[config.mk]
export PLATFORM = sky130hd
export DESIGN_NAME = adder_result_queue
export DESIGN_NICKNAME = d
export VERILOG_FILES = /design/src/rtl/adder_result_queue_pkg.sv /design/src/rtl/adder_result_queue_result_fifo.sv /design/src/rtl/adder_result_queue.sv
export SDC_FILE = /design/constraint.sdc
export NUM_CORES = 1
export LEC_CHECK = 0
export ABC_AREA = 1
export CAP_MARGIN = 20
export CORE_ASPECT_RATIO = 1.1
export CORE_MARGIN = 4
export CORE_UTILIZATION = 45
export DETAILED_ROUTE_END_ITERATION = 16
export PLACE_DENSITY_LB_ADDON = 0.15
export SETUP_SLACK_MARGIN = 0.05
export SYNTH_ARGS = -nofsm -noshare
export SYNTH_HDL_FRONTEND = slang
export SYNTH_SLANG_ARGS = --single-unit
[constraint.sdc]
create_clock -name clk -period 2.9 [get_ports clk]
set_clock_uncertainty 0.05 [all_clocks]
set_input_delay 0.725 -clock clk [delete_from_list [all_inputs] [get_ports clk]]
set_output_delay 0.725 -clock clk [all_outputs]
set_load 0.1 [all_outputs]
[src/rtl/adder_result_queue_pkg.sv]
// Shared adder/ALU definitions for the SB_MAC16 32-bit adder and the queue that
// collects its results.
package adder_result_queue_pkg;

  localparam int XLEN        = 32;
  localparam int ADD_LATENCY = 1;  // SB_MAC16 adder with its input registers enabled
  localparam int RQ_TAG_W    = 5;
  localparam int RQ_DEPTH    = 4;

  // Bits needed to hold any count from 0 to n inclusive.
  function automatic int cnt_w(input int n);
    return $clog2(n + 1);
  endfunction

endpackage

[src/rtl/adder_result_queue_result_fifo.sv]
// In-order, first-word fall-through FIFO of DEPTH x DW bits held in plain
// registers. Full/empty come from the entry count, so pointers simply wrap.
module result_fifo
  import adder_result_queue_pkg::*;
#(
  parameter int DEPTH = RQ_DEPTH,
  parameter int DW    = XLEN + RQ_TAG_W
) (
  input  logic                       clk,
  input  logic                       reset,
  input  logic                       clear,
  input  logic                       push,
  input  logic [DW-1:0]              wdata,
  input  logic                       pop,
  output logic [DW-1:0]              rdata,
  output logic [$clog2(DEPTH+1)-1:0] occupancy
);

  localparam int PW = $clog2(DEPTH);
  localparam int OW = cnt_w(DEPTH);

  logic [DW-1:0] mem_r [DEPTH];
  logic [PW-1:0] wr_ptr_r;
  logic [PW-1:0] rd_ptr_r;
  logic [OW-1:0] count_r;
  logic          full_s;
  logic          empty_s;
  logic          push_s;
  logic          pop_s;

  assign full_s  = (count_r == OW'(DEPTH));
  assign empty_s = (count_r == '0);
  assign push_s  = push && !full_s && !clear;
  assign pop_s   = pop && !empty_s && !clear;

  // Entry storage; no reset needed since only the pointers decide what is live.
  always_ff @(posedge clk) begin
    if (push_s) begin
      mem_r[wr_ptr_r] <= wdata;
    end
  end

  // Pointers and entry count.
  always_ff @(posedge clk) begin
    if (reset || clear) begin
      wr_ptr_r <= '0;
      rd_ptr_r <= '0;
      count_r  <= '0;
    end else begin
      if (push_s) begin
        wr_ptr_r <= wr_ptr_r + PW'(1);
      end
      if (pop_s) begin
        rd_ptr_r <= rd_ptr_r + PW'(1);
      end
      count_r <= count_r + OW'(push_s) - OW'(pop_s);
    end
  end

  assign rdata     = mem_r[rd_ptr_r];
  assign occupancy = count_r;

endmodule

[src/rtl/adder_result_queue.sv]
// Tracks operations inside the SB_MAC16 adder and queues each sum with its tag,
// in issue order, behind a credit-based issue_ready so every sum finds a free slot.
module adder_result_queue
  import adder_result_queue_pkg::*;
#(
  parameter int WIDTH   = XLEN,
  parameter int LATENCY = ADD_LATENCY,
  parameter int DEPTH   = RQ_DEPTH,
  parameter int TAG_W   = RQ_TAG_W
) (
  input  logic                         clk,
  input  logic                         reset,
  input  logic                         issue_valid,
  input  logic [TAG_W-1:0]             issue_tag,
  output logic                         issue_ready,
  input  logic [WIDTH-1:0]             sum_in,
  input  logic                         flush,
  output logic                         res_valid,
  output logic [WIDTH-1:0]             res_data,
  output logic [TAG_W-1:0]             res_tag,
  input  logic                         res_ready,
  output logic [$clog2(DEPTH+1)-1:0]   occupancy,
  output logic [$clog2(LATENCY+1)-1:0] inflight,
  output logic                         overflow_err
);

  localparam int OW = cnt_w(DEPTH);
  localparam int IW = cnt_w(LATENCY);
  localparam int CW = OW + IW;

  logic [LATENCY-1:0]     stage_valid_r;
  logic [TAG_W-1:0]       stage_tag_r [LATENCY];
  logic [IW-1:0]          inflight_r;
  logic                   overflow_r;
  logic                   accept_s;
  logic                   arrive_s;
  logic                   pop_s;
  logic [CW-1:0]          credit_used_s;
  logic [WIDTH+TAG_W-1:0] head_s;

  // Credit counts both queued results and sums still inside the adder.
  assign credit_used_s = CW'(occupancy) + CW'(inflight_r);
  assign issue_ready   = (credit_used_s < CW'(DEPTH));
  assign accept_s      = issue_valid && issue_ready && !flush;
  assign arrive_s      = stage_valid_r[LATENCY-1];
  assign res_valid     = (occupancy != '0);
  assign pop_s         = res_valid && res_ready;

  // Delay-line valid bits; clearing them makes sums of flushed ops invisible.
  always_ff @(posedge clk) begin
    if (reset || flush) begin
      stage_valid_r <= '0;
    end else begin
      stage_valid_r[0] <= accept_s;
      for (int i = 1; i < LATENCY; i++) begin
        stage_valid_r[i] <= stage_valid_r[i-1];
      end
    end
  end

  // Delay-line tags, qualified by the valid bits above.
  always_ff @(posedge clk) begin
    stage_tag_r[0] <= issue_tag;
    for (int i = 1; i < LATENCY; i++) begin
      stage_tag_r[i] <= stage_tag_r[i-1];
    end
  end

  // Operations currently inside the adder.
  always_ff @(posedge clk) begin
    if (reset || flush) begin
      inflight_r <= '0;
    end else begin
      inflight_r <= inflight_r + IW'(accept_s) - IW'(arrive_s);
    end
  end

  // Sticky overflow; survives flush, only reset clears it.
  always_ff @(posedge clk) begin
    if (reset) begin
      overflow_r <= 1'b0;
    end else if (issue_valid && !issue_ready) begin
      overflow_r <= 1'b1;
    end else begin
      overflow_r <= overflow_r;
    end
  end

  result_fifo #(
    .DEPTH (DEPTH),
    .DW    (WIDTH + TAG_W)
  ) u_result_fifo (
    .clk       (clk),
    .reset     (reset),
    .clear     (flush),
    .push      (arrive_s),
    .wdata     ({stage_tag_r[LATENCY-1], sum_in}),
    .pop       (pop_s),
    .rdata     (head_s),
    .occupancy (occupancy)
  );

  // Head fields read as zero while the queue is empty.
  always_comb begin
    res_data = '0;
    res_tag  = '0;
    if (res_valid) begin
      res_data = head_s[WIDTH-1:0];
      res_tag  = head_s[WIDTH +: TAG_W];
    end else begin
      res_data = '0;
      res_tag  = '0;
    end
  end

  assign inflight     = inflight_r;
  assign overflow_err = overflow_r;

endmodule

==> results.py, run 1 <==
metrics = {
    "clock_network": {
        "root_buffer": "clkbuf_16",
        "cts_max_level": 4,
        "hold_buffers": 0,
        "cts_resized": 0,
        "cts-buffers-inserted": 17,
        "cts_tree": "done",
        "clkTransAtPathRegs_ns": 0.06,
        "cts_setup_buffers": 0,
        "clk_latency_ns": 0.41,
        "clockBufferDepth": 2,
        "numClockSinks": 165,
    },
    "power": {
        "p_leak_uw": 0.00304,
        "cellPowerDensity_nw_per_um2": 577,
        "ir_worst_vdd_mv": 0.425,
    },
    "worst_setup_path": {
        "cp.depth": 5,
        "crit_required_ns": 2.12,
        "path_buf_inv": 2,
        "crit_slowest_cell": "inv_2",
        "cp.arrival_ns": 1.96,
        "crit_type": "reg -> out",
        "cp_max_fo": 37,
        "startpoint_type": "register",
        "critical-path-top-delay-family": "buffers and inverters",
        "endpoint_kind": "output port",
        "slowest_delay_ns": 0.57,
        "r2r_cells": 9,
        "worstPathCellList": "inv_2, nor2_1, o21ai_0, a21oi_4, buf_12",
    },
    "timing": {
        "period_share_pct": 94.2,
        "rsz0062_at_grt": "no",
        "fin_setup_tns_ns": 0,
        "whs_ns": 0.420,
        "worstMarginPinSlew_ns": 0.826,
        "fmax_ghz": 0.366,
        "hold_viol": 0,
        "slew_headroom_pct": 44.9,
        "period_needed_ns": 2.73,
        "slew_viol_final": 0,
        "setup_viol": 0,
    },
    "layout": {
        "layout.area.seq_um2": 4790,
        "final_common_cell": "nor2_1",
        "multiInputGateArea_um2": 1750,
        "n_fill_cell": 1072,
        "fin_area_um2": 8920,
        "area_growth_pct": 37.5,
        "antennaDiodeCount": 0,
        "final_cell_mix": "161 x nor2_1, 148 x edfxtp_1, 46 x buf_12, 41 x clkdlybuf4s50_1, 40 x o21ai_0",
        "nets": 671,
        "drive_gt1_share_pct": 22.2,
    },
    "drt": {
        "drt-pass1-iter-count": 5,
        "via_count": 4098,
        "totalWireLength_um": 13400,
        "ant_nets": 0,
        "drc_errors": 0,
        "vias_per_cell": 4.99,
        "drt_iter0_markers": 229,
        "wl_per_cell_um": 16.3,
    },
    "synth": {
        "synth_compound_area_share_pct": 9.26,
        "synth_simple_gate_area_share_pct": 11.0,
        "synth_top_cell_by_area": "edfxtp_1",
        "synth_xor_area_share_pct": 0.270,
        "syn_nets": 577,
        "synthTopCellsByArea": "edfxtp_1 68%, nor2_1 9.5%, dfxtp_1 5.2%, a21oi_1 3.3%, o21ai_0 3.1%",
        "synthCells": 527,
        "ys_seq_area_share_pct": 73.7,
        "muxShareOfSynthArea_pct": 0,
        "synth_fa_ha_area_share_pct": 1.66,
        "synth_top_area_share_pct": 68.5,
        "syn_area_um2": 6490,
        "postSynthAreaPerCell_um2": 12.3,
        "yosys_warnings": 0,
        "synth-seq-cells": 165,
        "synth_top_family_by_area": "simple AND/OR/NAND/NOR gates",
        "yosys.cell_types.count": 25,
    },
    "global_routing": {
        "track_usage_pct": 16.9,
        "busiest_layer": "met2",
        "use_met3_pct": 3.63,
        "grt.met2_usage_pct": 29.3,
        "grt_use_met1_pct": 21.2,
        "grt_pass1_wl_um": 21200,
        "overflow": 0,
        "grt_max_degree": 51,
        "grt_pass1_vias": 4154,
        "antenna_found_initial": 0,
    },
    "die": {
        "die_w_um": 122,
        "die_h_um": 134,
        "die_area_um2": 16400,
        "rows": 45,
        "core_area_um2": 14000,
        "initial_utilization_pct": 46.5,
        "ios": 86,
    },
    "outcome": {
        "status": "completed",
    },
    "place": {
        "post_dp_cell_area_um2": 8310,
        "portBuffers": 85,
        "globalplace.congestion": 0.714,
        "post-dp-hpwl_um": 8060,
    },
    "hold_path": {
        "hold_depth": 2,
        "hp-class": "reg -> reg",
    },
    "run": {
        "maxCapViolCount": 0,
    },
}
cell families after synthesis:
family	count (synthesis)
AND/OR/NAND/NOR	182
flip-flops	165
AO/OA/AOI/OAI	120
buffers and inverters	50
adder cells (fa/ha/maj)	8
XOR/XNOR	2
metal layers:
metal	wire length, µm	share of wire [%]	up-vias
met3	561	4.2	10
met4	128	0.95	0
li1	-	-	2026
met1	5840	43	1977
met5	0	0	-
met2	6900	51	85
sequential cells by signal, summed over array words and instances (netlist names), named ones only:
signal / count
arrive_s: 1
inflight: 1
overflow_err: 1
stage_tag_r: 5
u_result_fifo.mem_r: 148
u_result_fifo.occupancy: 3
u_result_fifo.rd_ptr_r: 2
u_result_fifo.wr_ptr_r: 2
power by group:
| part | internal, µW | switching, µW | leakage [µW] | total (µW) |
|---|---|---|---|---|
| combinational | 106 | 156 | 0.00127 | 262 |
| sequential | 2610 | 9.37 | 0.00148 | 2610 |
| clock | 1410 | 864 | 0.000293 | 2280 |
| total | 4120 | 1030 | 0.00304 | 5150 |
per-stage QoR:
stage | setup WS, ns | std cells | utilization (%) | power [µW]
2_1_floorplan | 0.111 | 527 | - | 2790
6_report | 0.168 | 822 | 63.9 | 5150
3_5_place_dp | 0.175 | 790 | 59.5 | 2930
4_1_cts | 0.135 | 822 | 63.9 | 5190
3_3_place_gp | 0.211 | 790 | 59.5 | 2920
5_1_grt | 0.0530 | 822 | 63.9 | 5310
worst paths after layout:
check	from	end	slack (ns)
max	register	res_data[12]	0.17
max reg2reg	u_result_fifo.occupancy[0]	u_result_fifo.occupancy[2]	0.86
min reg2reg	u_result_fifo.rd_ptr_r[1]	register	0.42
min	u_result_fifo.rd_ptr_r[1]	register	0.42
Yosys cell counts:
library cell	n
nor3_4	1
inv_2	3
nor2_1	165
buf_2	6
dfxtp_1	17
o21ai_1	37
buf_4	5
nand2_1	9
fa_1	1
nand4_1	2
buf_6	6
xor2_1	1
nor2_4	1
inv_1	20
clkbuf_1	4
nor3_1	1
edfxtp_1	148
a21oi_1	43
nand3_1	2
clkbuf_2	3
ha_1	7
xnor2_1	1
buf_1	3
nand3b_1	1
o21ai_0	40
worst register-to-register path, stage by stage, from the launching register on:
cell and delay (ns):
dfxtp_2 0.36, nor3_4 0.35, nor2_4 0.08, ha_1 0.27
inv_1 0.05, ha_1 0.13, inv_1 0.05, fa_1 0.37
xnor2_1 0.17, nor2_1 0.05
layout make-up:
class	instances	share of cell area, %
Clock buffer	22	5.20
Timing Repair Buffer	102	16.2
Sequential cell	165	53.7
Tap cell	188	2.64
Clock inverter	10	1.65
Multi-Input combinational cell	312	19.6
Inverter	23	0.967
No activity file was read; power rests on OpenSTA's default activity.
==> run 2: changes to the inputs <==
--- a/config.mk
+++ b/config.mk
@@ -12,7 +12,8 @@
 export CORE_UTILIZATION = 45
 export DETAILED_ROUTE_END_ITERATION = 16
 export PLACE_DENSITY_LB_ADDON = 0.15
-export SETUP_SLACK_MARGIN = 0.05
+export RECOVER_POWER = 100
+export SETUP_SLACK_MARGIN = 0.2
 export SYNTH_ARGS = -nofsm -noshare
 export SYNTH_HDL_FRONTEND = slang
 export SYNTH_SLANG_ARGS = --single-unit
==> run 2 against run 1 <==
Utilization fell by 0.58 points; combinational power decreased by 6%; cell count grew 0.12%; register-to-register slack lost 0.57 ns; largest cell class unchanged; largest power group unchanged; highest routed layer unchanged.
==> results.py, run 2 (synthesized netlist as in run 1, its figures left out) <==
metrics = {
    "layout": {
        "nets": 672,
        "drive_gt1_share_pct": 21.1,
        "n_fill_cell": 1100,
        "fin_util_pct": 63.3,
        "area_growth_pct": 36.3,
        "antennaDiodeCount": 0,
        "final_cell_mix": "162 x nor2_1, 148 x edfxtp_1, 39 x o21ai_0, 39 x dlygate4sd3_1, 38 x o21ai_1",
        "final_common_cell": "nor2_1",
        "largest-register": "u_result_fifo.mem_r",
        "largest_reg_flops": 148,
    },
    "global_routing": {
        "grt_pass1_vias": 4285,
        "overflow": 0,
        "antenna_found_initial": 0,
        "track_usage_pct": 17.6,
        "grt_pass1_wl_um": 21900,
        "grt_max_degree": 55,
    },
    "die": {
        "rows": 45,
        "die_w_um": 122,
        "ios": 86,
        "initial_utilization_pct": 46.5,
        "die_h_um": 134,
        "die_area_um2": 16400,
        "core_area_um2": 14000,
    },
    "clock_network": {
        "root_buffer": "clkbuf_16",
        "clockBufferDepth": 2,
        "cts-buffers-inserted": 17,
        "cts_max_level": 4,
        "clk_latency_ns": 0.41,
        "clkTransAtPathRegs_ns": 0.07,
        "numClockSinks": 165,
        "cts_tree": "done",
    },
    "timing": {
        "whs_ns": 0.424,
        "rsz0062_at_grt": "yes",
        "hold_viol": 0,
        "worstMarginPinSlew_ns": 1.17,
        "fin_setup_tns_ns": 0,
        "period_share_pct": 94.5,
        "slew_viol_final": 0,
        "fmax_ghz": 0.365,
        "period_needed_ns": 2.74,
        "setup_viol": 0,
        "slew_headroom_pct": 22.2,
    },
    "place": {
        "post-dp-hpwl_um": 8310,
        "portBuffers": 85,
        "globalplace.congestion": 0.755,
    },
    "drt": {
        "wl_per_cell_um": 17.5,
        "drt_iter0_markers": 222,
        "via_count": 4223,
        "ant_nets": 0,
        "totalWireLength_um": 14400,
        "drt-pass1-iter-count": 4,
        "drc_errors": 0,
        "vias_per_cell": 5.13,
    },
    "power": {
        "p_leak_uw": 0.00299,
        "p_total_uw": 5280,
        "ir_worst_vdd_mv": 0.326,
        "cellPowerDensity_nw_per_um2": 597,
    },
    "worst_setup_path": {
        "cpMostUsedCell": "clkbuf_4",
        "crit_slowest_cell": "clkbuf_4",
        "path_buf_inv": 2,
        "cp.arrival_ns": 1.97,
        "crit_required_ns": 2.12,
        "worstPathCellList": "clkbuf_4, nor2_1, o21ai_0, a21oi_4, clkbuf_4",
        "slowest_delay_ns": 0.38,
        "crit_type": "reg -> out",
        "critical-path-top-delay-family": "buffers and inverters",
        "cp_max_fo": 37,
        "startpoint_type": "register",
        "endpoint_kind": "output port",
    },
    "run": {
        "maxCapViolCount": 0,
    },
    "hold_path": {
        "hp-class": "reg -> reg",
    },
    "outcome": {
        "status": "completed",
    },
}
-- run 2: cell count changes in the layout (fill, tap and decap cells not counted), sizes merged, moves of 5 or more --
cell | previous run | this run
buf | 61 | 34
inv | 25 | 30
clkdlybuf4s50 | 41 | 2
dlygate4sd3 | 0 | 39
clkbuf | 22 | 46
-- run 2: tightest hold or removal path: stages (launching register included) --
cell	delay, ns
dfxtp_1	0.32
a21oi_1	0.04
nor2_1	0.08
-- run 2: area by class of cell --
cell class                      instances  area (µm²)  share of cell area [%]
Timing Repair Buffer                  103        1200                    13.6
Clock inverter                         14         211                    2.39
Clock buffer                           18         429                    4.85
Multi-Input combinational cell        312        1880                    21.3
Sequential cell                       165        4790                    54.2
Tap cell                              188         235                    2.66
Inverter                               23        91.3                    1.03
-- run 2: repair_timing --
item	in CTS	in global routing
hold endpoints to repair	0	0
gates cloned	0	1
setup endpoints to repair	37	26
setup buffers	0	0
resized for setup	4	6
hold buffers	0	0
-- run 2: path summary, 6_finish.rpt --
kind / startpoint / end / slack (ns) / cells past startpoint
worst max-delay path: register / res_data[6] / 0.16 / 5
worst max register to register: u_result_fifo.occupancy[1] / u_result_fifo.occupancy[2] / 0.29 / 10
worst min register to register: overflow_err / overflow_err / 0.42 / 2
worst min-delay path: overflow_err / overflow_err / 0.42 / 2
-- run 2: through the flow --
step                cell area (µm²)  std cells  worst slack, ns
floorplan                      6920        527            0.266
global placement               8420        790            0.213
detailed placement             8420        790            0.123
CTS                            9070        822            0.209
global route                   8840        823           0.0978
finish                         8840        823            0.158
-- run 2: where the power goes --
group          internal (µW)  switching, µW
sequential              2610           9.55
clock                   1470            947
combinational           85.8            161
total                   4160           1120
-- run 2: layer usage --
metal	global-route usage [%]	vias up	routed length (µm)
li1	-	2023	-
met1	22.0	2082	6160
met2	30.3	105	7390
met3	4.09	13	689
met4	5.29	0	128
met5	0	-	0
